File: src/rtl/wave_classifier.sv
// wave_classifier: classifies a 5-bit sample stream as square, sawtooth or
// triangle from consecutive step shapes, then measures its period between
// anchor steps once locked.
module wave_classifier #(
    parameter int LOCK_RUN = 8
) (
    input  logic       clk,
    input  logic       rst_n,
    input  logic       sample_valid,
    input  logic [4:0] sample,
    output logic [1:0] wave_type,
    output logic       locked,
    output logic [6:0] period,
    output logic       period_valid,
    output logic       err
);

    // Encoding doubles as the wave_type output code.
    typedef enum logic [1:0] {
        ST_SQUARE   = 2'd0,
        ST_SAWTOOTH = 2'd1,
        ST_TRIANGLE = 2'd2,
        ST_UNKNOWN  = 2'd3
    } state_t;

    localparam logic [5:0] RUN_MAX  = 6'd63;
    localparam logic [6:0] PER_MAX  = 7'd127;
    localparam logic [5:0] LOCK_THR = 6'(LOCK_RUN);

    state_t     state, state_nxt;
    logic [4:0] prev;
    logic       have_prev;
    logic [5:0] run_sq, run_saw, run_tri;
    logic [5:0] run_sq_nxt, run_saw_nxt, run_tri_nxt;
    logic [6:0] per_cnt, per_inc;
    logic       anchor_seen;

    // Step decode. Compared at 6 bits so 31->0 is never mistaken for +1.
    logic [5:0] p6, s6;
    logic       is_hold, is_up1, is_dn1, is_jup, is_jdn;
    logic       cons_sq, cons_saw, cons_tri;
    logic       step_en, anchor, err_nxt;
    logic       qual_sq, qual_saw, qual_tri;

    assign p6      = {1'b0, prev};
    assign s6      = {1'b0, sample};
    assign is_hold = (s6 == p6);
    assign is_up1  = (s6 == p6 + 6'd1);
    assign is_dn1  = (s6 == p6 - 6'd1);
    assign is_jup  = (prev == 5'd0)  && (sample == 5'd31);
    assign is_jdn  = (prev == 5'd31) && (sample == 5'd0);

    assign cons_sq  = is_hold | is_jup | is_jdn;
    assign cons_saw = is_up1  | is_jdn;
    assign cons_tri = is_up1  | is_dn1;

    // A step exists only once a previous sample has been captured.
    assign step_en = sample_valid & have_prev;

    assign run_sq_nxt  = cons_sq  ? ((run_sq  == RUN_MAX) ? RUN_MAX : run_sq  + 6'd1) : 6'd0;
    assign run_saw_nxt = cons_saw ? ((run_saw == RUN_MAX) ? RUN_MAX : run_saw + 6'd1) : 6'd0;
    assign run_tri_nxt = cons_tri ? ((run_tri == RUN_MAX) ? RUN_MAX : run_tri + 6'd1) : 6'd0;

    assign qual_sq  = (run_sq_nxt  >= LOCK_THR);
    assign qual_saw = (run_saw_nxt >= LOCK_THR);
    assign qual_tri = (run_tri_nxt >= LOCK_THR);

    // Saturating increment shared by the period counter and period capture.
    assign per_inc = (per_cnt == PER_MAX) ? PER_MAX : per_cnt + 7'd1;

    assign wave_type = state;

    // State register plus registered lock flag.
    always_ff @(posedge clk or negedge rst_n) begin
        if (!rst_n) begin
            state  <= ST_UNKNOWN;
            locked <= 1'b0;
        end else begin
            state  <= state_nxt;
            locked <= (state_nxt != ST_UNKNOWN);
        end
    end

    // Next state: lock only on an unambiguous run; any inconsistent step unlocks.
    always_comb begin
        state_nxt = state;
        err_nxt   = 1'b0;
        anchor    = 1'b0;
        if (step_en) begin
            case (state)
                ST_UNKNOWN: begin
                    if (qual_sq && !qual_saw && !qual_tri)
                        state_nxt = ST_SQUARE;
                    else if (qual_saw && !qual_sq && !qual_tri)
                        state_nxt = ST_SAWTOOTH;
                    else if (qual_tri && !qual_sq && !qual_saw)
                        state_nxt = ST_TRIANGLE;
                end
                ST_SQUARE: begin
                    if (!cons_sq) begin
                        state_nxt = ST_UNKNOWN;
                        err_nxt   = 1'b1;
                    end else begin
                        anchor = is_jup;
                    end
                end
                ST_SAWTOOTH: begin
                    if (!cons_saw) begin
                        state_nxt = ST_UNKNOWN;
                        err_nxt   = 1'b1;
                    end else begin
                        anchor = is_jdn;
                    end
                end
                ST_TRIANGLE: begin
                    if (!cons_tri) begin
                        state_nxt = ST_UNKNOWN;
                        err_nxt   = 1'b1;
                    end else begin
                        anchor = is_dn1 && (prev == 5'd31);
                    end
                end
                default: state_nxt = ST_UNKNOWN;
            endcase
        end
    end

    // History, run counters and period measurement.
    always_ff @(posedge clk or negedge rst_n) begin
        if (!rst_n) begin
            prev         <= 5'd0;
            have_prev    <= 1'b0;
            run_sq       <= 6'd0;
            run_saw      <= 6'd0;
            run_tri      <= 6'd0;
            per_cnt      <= 7'd0;
            anchor_seen  <= 1'b0;
            period       <= 7'd0;
            period_valid <= 1'b0;
            err          <= 1'b0;
        end else begin
            period_valid <= 1'b0;
            err          <= err_nxt;
            if (sample_valid) begin
                prev      <= sample;
                have_prev <= 1'b1;
            end
            if (step_en) begin
                run_sq  <= run_sq_nxt;
                run_saw <= run_saw_nxt;
                run_tri <= run_tri_nxt;
                if (err_nxt) begin
                    per_cnt     <= 7'd0;
                    anchor_seen <= 1'b0;
                end else if (state != ST_UNKNOWN) begin
                    if (anchor) begin
                        if (anchor_seen) begin
                            period       <= per_inc;
                            period_valid <= 1'b1;
                        end
                        per_cnt     <= 7'd0;
                        anchor_seen <= 1'b1;
                    end else begin
                        per_cnt <= per_inc;
                    end
                end
            end
        end
    end

endmodule
File: config.mk
export PLATFORM = sky130hd
export DESIGN_NAME = wave_classifier
export DESIGN_NICKNAME = d
export VERILOG_FILES = /design/src/rtl/wave_classifier.sv
export SDC_FILE = /design/constraint.sdc
export NUM_CORES = 1
export LEC_CHECK = 0
export CAP_MARGIN = 20
export CORE_AREA = 5 5 99 101
export CTS_CLUSTER_DIAMETER = 120
export CTS_CLUSTER_SIZE = 24
export DETAILED_ROUTE_END_ITERATION = 8
export DIE_AREA = 0 0 104 106
export GPL_TIMING_DRIVEN = 0
export SLEW_MARGIN = 20
export SYNTH_ARGS = -nofsm -noshare
export SYNTH_HDL_FRONTEND = slang
export SYNTH_SLANG_ARGS = --single-unit
File: constraint.sdc
create_clock -name clk -period 3.1 [get_ports clk]
set_input_delay 0.62 -clock clk [delete_from_list [all_inputs] [get_ports clk]]
set_output_delay 0.62 -clock clk [all_outputs]
set_load 0.05 [all_outputs]
* Word-level counts from Yosys, hierarchy flattened
Index checks and enable logic that the tools add are counted.
** Word-level totals
- Input bits :: 8
- Output and inout port bits :: 12
- Register bits :: 44
** Operators by class
- Eq/ne operators :: 14
- Reductions and logical operators :: 20
- Order comparisons :: 3
- Add/sub/neg operators :: 6
- Bitwise operators :: 6
- Multiplexer cells :: 36
** Operators with widths (number)
- 6-bit 2-to-1 mux :: 6
- 7-bit 2-to-1 mux :: 4
- 6-bit by 1-bit adder with 6-bit output (second input constant) :: 3
- 6-bit equality test (second input constant) :: 3
- 6-bit by 4-bit >= comparator with 1-bit output (second input constant) :: 3
- 1-bit 2-to-1 mux :: 16
- 2-bit 2-to-1 mux :: 7
- 5-bit by 6-bit equality test with 1-bit output :: 2
- 5-bit equality test (second input constant) :: 2
- 5-bit logical NOT :: 2
- 1-bit logical AND :: 9
- 2-bit one-hot mux with 4 select lines :: 1
- 7-bit by 1-bit adder with 7-bit output (second input constant) :: 1
- 7-bit equality test (second input constant) :: 1
- 5-bit by 1-bit adder with 6-bit output (second input constant) :: 1
- 1-bit one-hot mux with 3 select lines :: 2
- 5-bit by 1-bit subtractor with 6-bit output (second input constant) :: 1
- 5-bit equality test :: 1
- 5-bit AND reduction :: 1
- 2-bit equality test (second input constant) :: 2
- 2-bit inequality test (second input constant) :: 2
- 1-bit OR :: 4
- 2-bit nonzero test :: 2
- 1-bit logical NOT :: 3
- other kinds (6) :: 6

* Depth between registers and ports, before layout
- Word-level depth :: 15
- Depth in mapped cells :: 10
- Mapped depth without buffers :: 10

* Worst setup path after synthesis
Ideal clock, no wire load.
- Path type :: flip-flop to flip-flop
- From :: register prev[0]
- To :: register per_cnt[1]
- Clock period less this slack :: 2.629 ns
- Slack :: 0.471 ns
- Stages on the path, launching flop included :: 11
- Data required time :: 3.008 ns
- Data arrival time :: 2.537 ns
- Library setup time :: 0.092 ns
- Path through :: dfrtp_1 > ha_1 > and3_1 > ha_1 > xnor2_1 > o21ai_0 > nor4_4 > a21o_4 > mux2i_1 > a221o_1 > o31ai_2
** On the way
- Word-level cells in the longest chain between the ends :: 10
- Elaborated cells between the ends (all ways) :: 29
** Ends and longest elaborated chain
- from (decl) :: RTL line 31 : logic [4:0] prev;
- from (signal assigned) :: RTL line 145 : prev <= sample;
- parallel branches: the longest is 10 deep, another holds 5-bit by 1-bit adder with 6-bit output
- to (signal assigned) :: RTL line 164 : per_cnt <= per_inc;
- to (decl) :: RTL line 35 : logic [6:0] per_cnt, per_inc;
Several ways; the timed one is not identified. The select of a mux whose other input is x is not followed.
A chain may end at the register's enable or synchronous reset.

* Final worst setup path
Same ends and word-level chain as after synthesis.

==> impl_metrics.ini <==
[run_status]
outcome = finished, final reports clean

[synth]
synth_cells = 284
syn_area_per_cell_sq_um = 9.08
ys_types = 45
synth_area_sq_um = 2580
synth_edf_count = 0
async_flop_share_pct = 100
yosysMostFrequentCell = dfrtp_1
yosys-top-cells-count = 42 x dfrtp_1, 37 x a21oi_1, 36 x nand2_1
mappedNetlistNets = 299
synth_top_flop_cell = dfrtp_1
yosysSeqAreaShare_pct = 42.8
yosys.area.top_type = dfrtp_1
synthTopCellsByArea = dfrtp_1 41%, a21oi_1 7.2%, nand2_1 5.2%, nand3_1 3.7%, mux2_2 3.5%
ys_warn_count = 0
ys_ff_latch = 44
synth_top_area_share_pct = 40.8

[sta]
hold_viol = 0
layout_setup_ws_ns = 0.237
worstMarginPinSlew_ns = 0.741
finalCritPeriodShare_pct = 92.3
clock_skew_ns = 0.00652
finalSetupTns_ns = 0
slew_headroom_pct = 50.6
rsz0062_at_grt = no
setup_viol = 0
period_needed_ns = 2.86
drv_slew = 0
fmaxAchievable_ghz = 0.349

[route]
drtPass1Iterations = 4
wire_per_inst_um = 13.1
wirelength_mm = 5.51
drt_iter0_markers = 93
ant_nets = 0
drc = 0
vias = 2078
viasPerCell = 4.94

[clock_tree]
cts_resized = 0
clockRootBuffer = clkbuf_8
cts_hold_buf = 0
htreeDepth = 2
cts_tree = yes
insertion_delay_ns = 0.29
numCtsBuffers = 5
cts_setup_buffers = 0
cts_sinks = 44
path_clk_slew_ns = 0.09
clockBufferDepth = 2

[floorplan]
placement_rows = 35
ioPinCount = 20
die_y_um = 106
die_w_um = 104
core_sq_um = 8930
dieArea_sq_um = 11000
initial_core_util_pct = 28.9

[global_routing]
antenna_found_initial = 0
grt_max_degree = 28
grt_pass1_vias = 2078
grt_pass1_wl_mm = 9.74
grtUsageTotal_pct = 10.4
overflow = 0

[critical_path]
cp-start-kind = flip-flop
path_class = reg2reg
r2r_setup_slack_ns = 0.24
cp_top_family = compound AO/OA/AOI/OAI gates
cp.arrival_ns = 3.07
cp-end-kind = flip-flop
crit_start = prev[0]$_DFFE_PN0P_
worst-path-stages = 9
slowest_delay_ns = 0.51
setup.worst_path.end = per_cnt[1]$_DFFE_PN0P_
cpMaxStageDelayCell = a221o_1
cp_cell_sequence = ha_1 > and3_1 > ha_1 > xnor2_1 > o21ai_0 > nor4_4 > nor2_1 > a221o_1 > o31ai_2
cp_num_buf_inv = 0
crit_fanout = 7
timing.rr.start = prev[0]$_DFFE_PN0P_
critPathRequiredTime_ns = 3.31
cp_common_cell = ha_1
r2r_end = per_cnt[1]$_DFFE_PN0P_
worst-r2r-cell-count = 9

[cells_and_area]
drive_gt1_share_pct = 10.3
fin_nets = 324
area_growth_pct = 16.4
fill_cells = 944
regArea_sq_um = 1100
n_antenna_cell = 0
multi_input_area_sq_um = 1380

[power_and_ir_drop]
p_leak_nw = 1.37
vdd_drop_max_mv = 0.187
powerDensity_nw_per_um2 = 380

[placement]
dp_slack_ns = -0.206
portBuffers = 17
dp.final_hpwl_mm = 4.07
globalplace.congestion = 0.783

[job]
drv_cap = 0

[min_path]
hold_path.class = in2async
cells in the final DEF (no fill, tap or decap), types with 4 or more instances in the layout:
master,n
clkdlybuf4s50_1,16
dfrtp_1,42
nand2b_1,4
o31ai_1,5
o21ai_0,16
nand3_1,18
nand2_1,36
nand3b_1,4
clkbuf_1,7
a21oi_1,37
nor2_1,15
clkbuf_8,6
mux2_2,8
xor2_1,7
inv_1,10
and3_1,13
ha_1,7
xnor2_1,10
layout make-up:
| type | count | share of cell area, % |
|---|---|---|
| Multi-Input combinational cell | 220 | 46.1 |
| Tap cell | 111 | 4.63 |
| Timing Repair Buffer | 18 | 6.17 |
| Sequential cell | 44 | 36.8 |
| Clock buffer | 7 | 2.88 |
| Buffer | 10 | 1.92 |
| Inverter | 10 | 1.25 |
| Clock inverter | 1 | 0.250 |
sequential cells by signal (all words and copies together), names as in the netlist:
register      count
anchor_seen       1
period_valid      1
prev              5
err               1
period            7
have_prev         1
per_cnt           7
run_tri           6
run_saw           6
wave_type         2
locked            1
run_sq            6
per-stage QoR:
step | hold WS [ns] | instances | total power (W) | area, sq um | util (%)
5_1_grt | 0.298 | 421 | 0.00120 | 3000 | 33.6
3_5_place_dp | 0.472 | 413 | 0.000773 | 2900 | 32.5
3_3_place_gp | 0.474 | 412 | 0.000768 | 2890 | 32.3
6_report | 0.267 | 421 | 0.00114 | 3000 | 33.6
2_1_floorplan | 0.324 | 284 | 0.000722 | 2580 | -
4_1_cts | 0.279 | 421 | 0.00116 | 3000 | 33.5
layer usage:
layer	vias up	track usage (%)	part of all wire, %
met5	-	0	0
met4	0	1.85	0.44
met3	2	2.79	4.2
met2	28	17.7	47
met1	986	13.3	48
li1	1062	-	-
power by group:
| part | internal [W] | leakage (nW) | total, W | switching [W] |
|---|---|---|---|---|
| Combinational | 0.0000633 | 0.754 | 0.000157 | 0.0000935 |
| Sequential | 0.000587 | 0.570 | 0.000604 | 0.0000166 |
| Clock | 0.000181 | 0.0445 | 0.000378 | 0.000197 |
| Total | 0.000832 | 1.37 | 0.00114 | 0.000307 |
worst min path at each step:
stage	end	from	slack, ns	depth (start not counted)
finish	prev[0]$_DFFE_PN0P_	rst_n	0.27	1
global route	per_cnt[3]$_DFFE_PN0P_	rst_n	0.30	1
CTS	per_cnt[4]$_DFFE_PN0P_	rst_n	0.28	1
detailed placement	have_prev$_DFFE_PN0P_	have_prev$_DFFE_PN0P_	0.47	1
global placement	have_prev$_DFFE_PN0P_	have_prev$_DFFE_PN0P_	0.47	1
floorplan	anchor_seen$_DFFE_PN0P_	rst_n	0.32	0
cells by family (layout without fill, tap and decap cells):
| logic type | Yosys count | in the layout | synth area share (%) |
|---|---|---|---|
| flip-flops | 44 | 44 | 42.8 |
| multiplexers | 11 | 11 | 4.66 |
| buffers and inverters | 20 | 46 | 3.69 |
| AO/OA/AOI/OAI | 79 | 79 | 18.8 |
| AND/OR/NAND/NOR | 106 | 106 | 20.9 |
| XOR/XNOR | 17 | 17 | 5.78 |
| adder cells (fa/ha/maj) | 7 | 7 | 3.40 |
No activity file was read; power rests on OpenSTA's default activity.
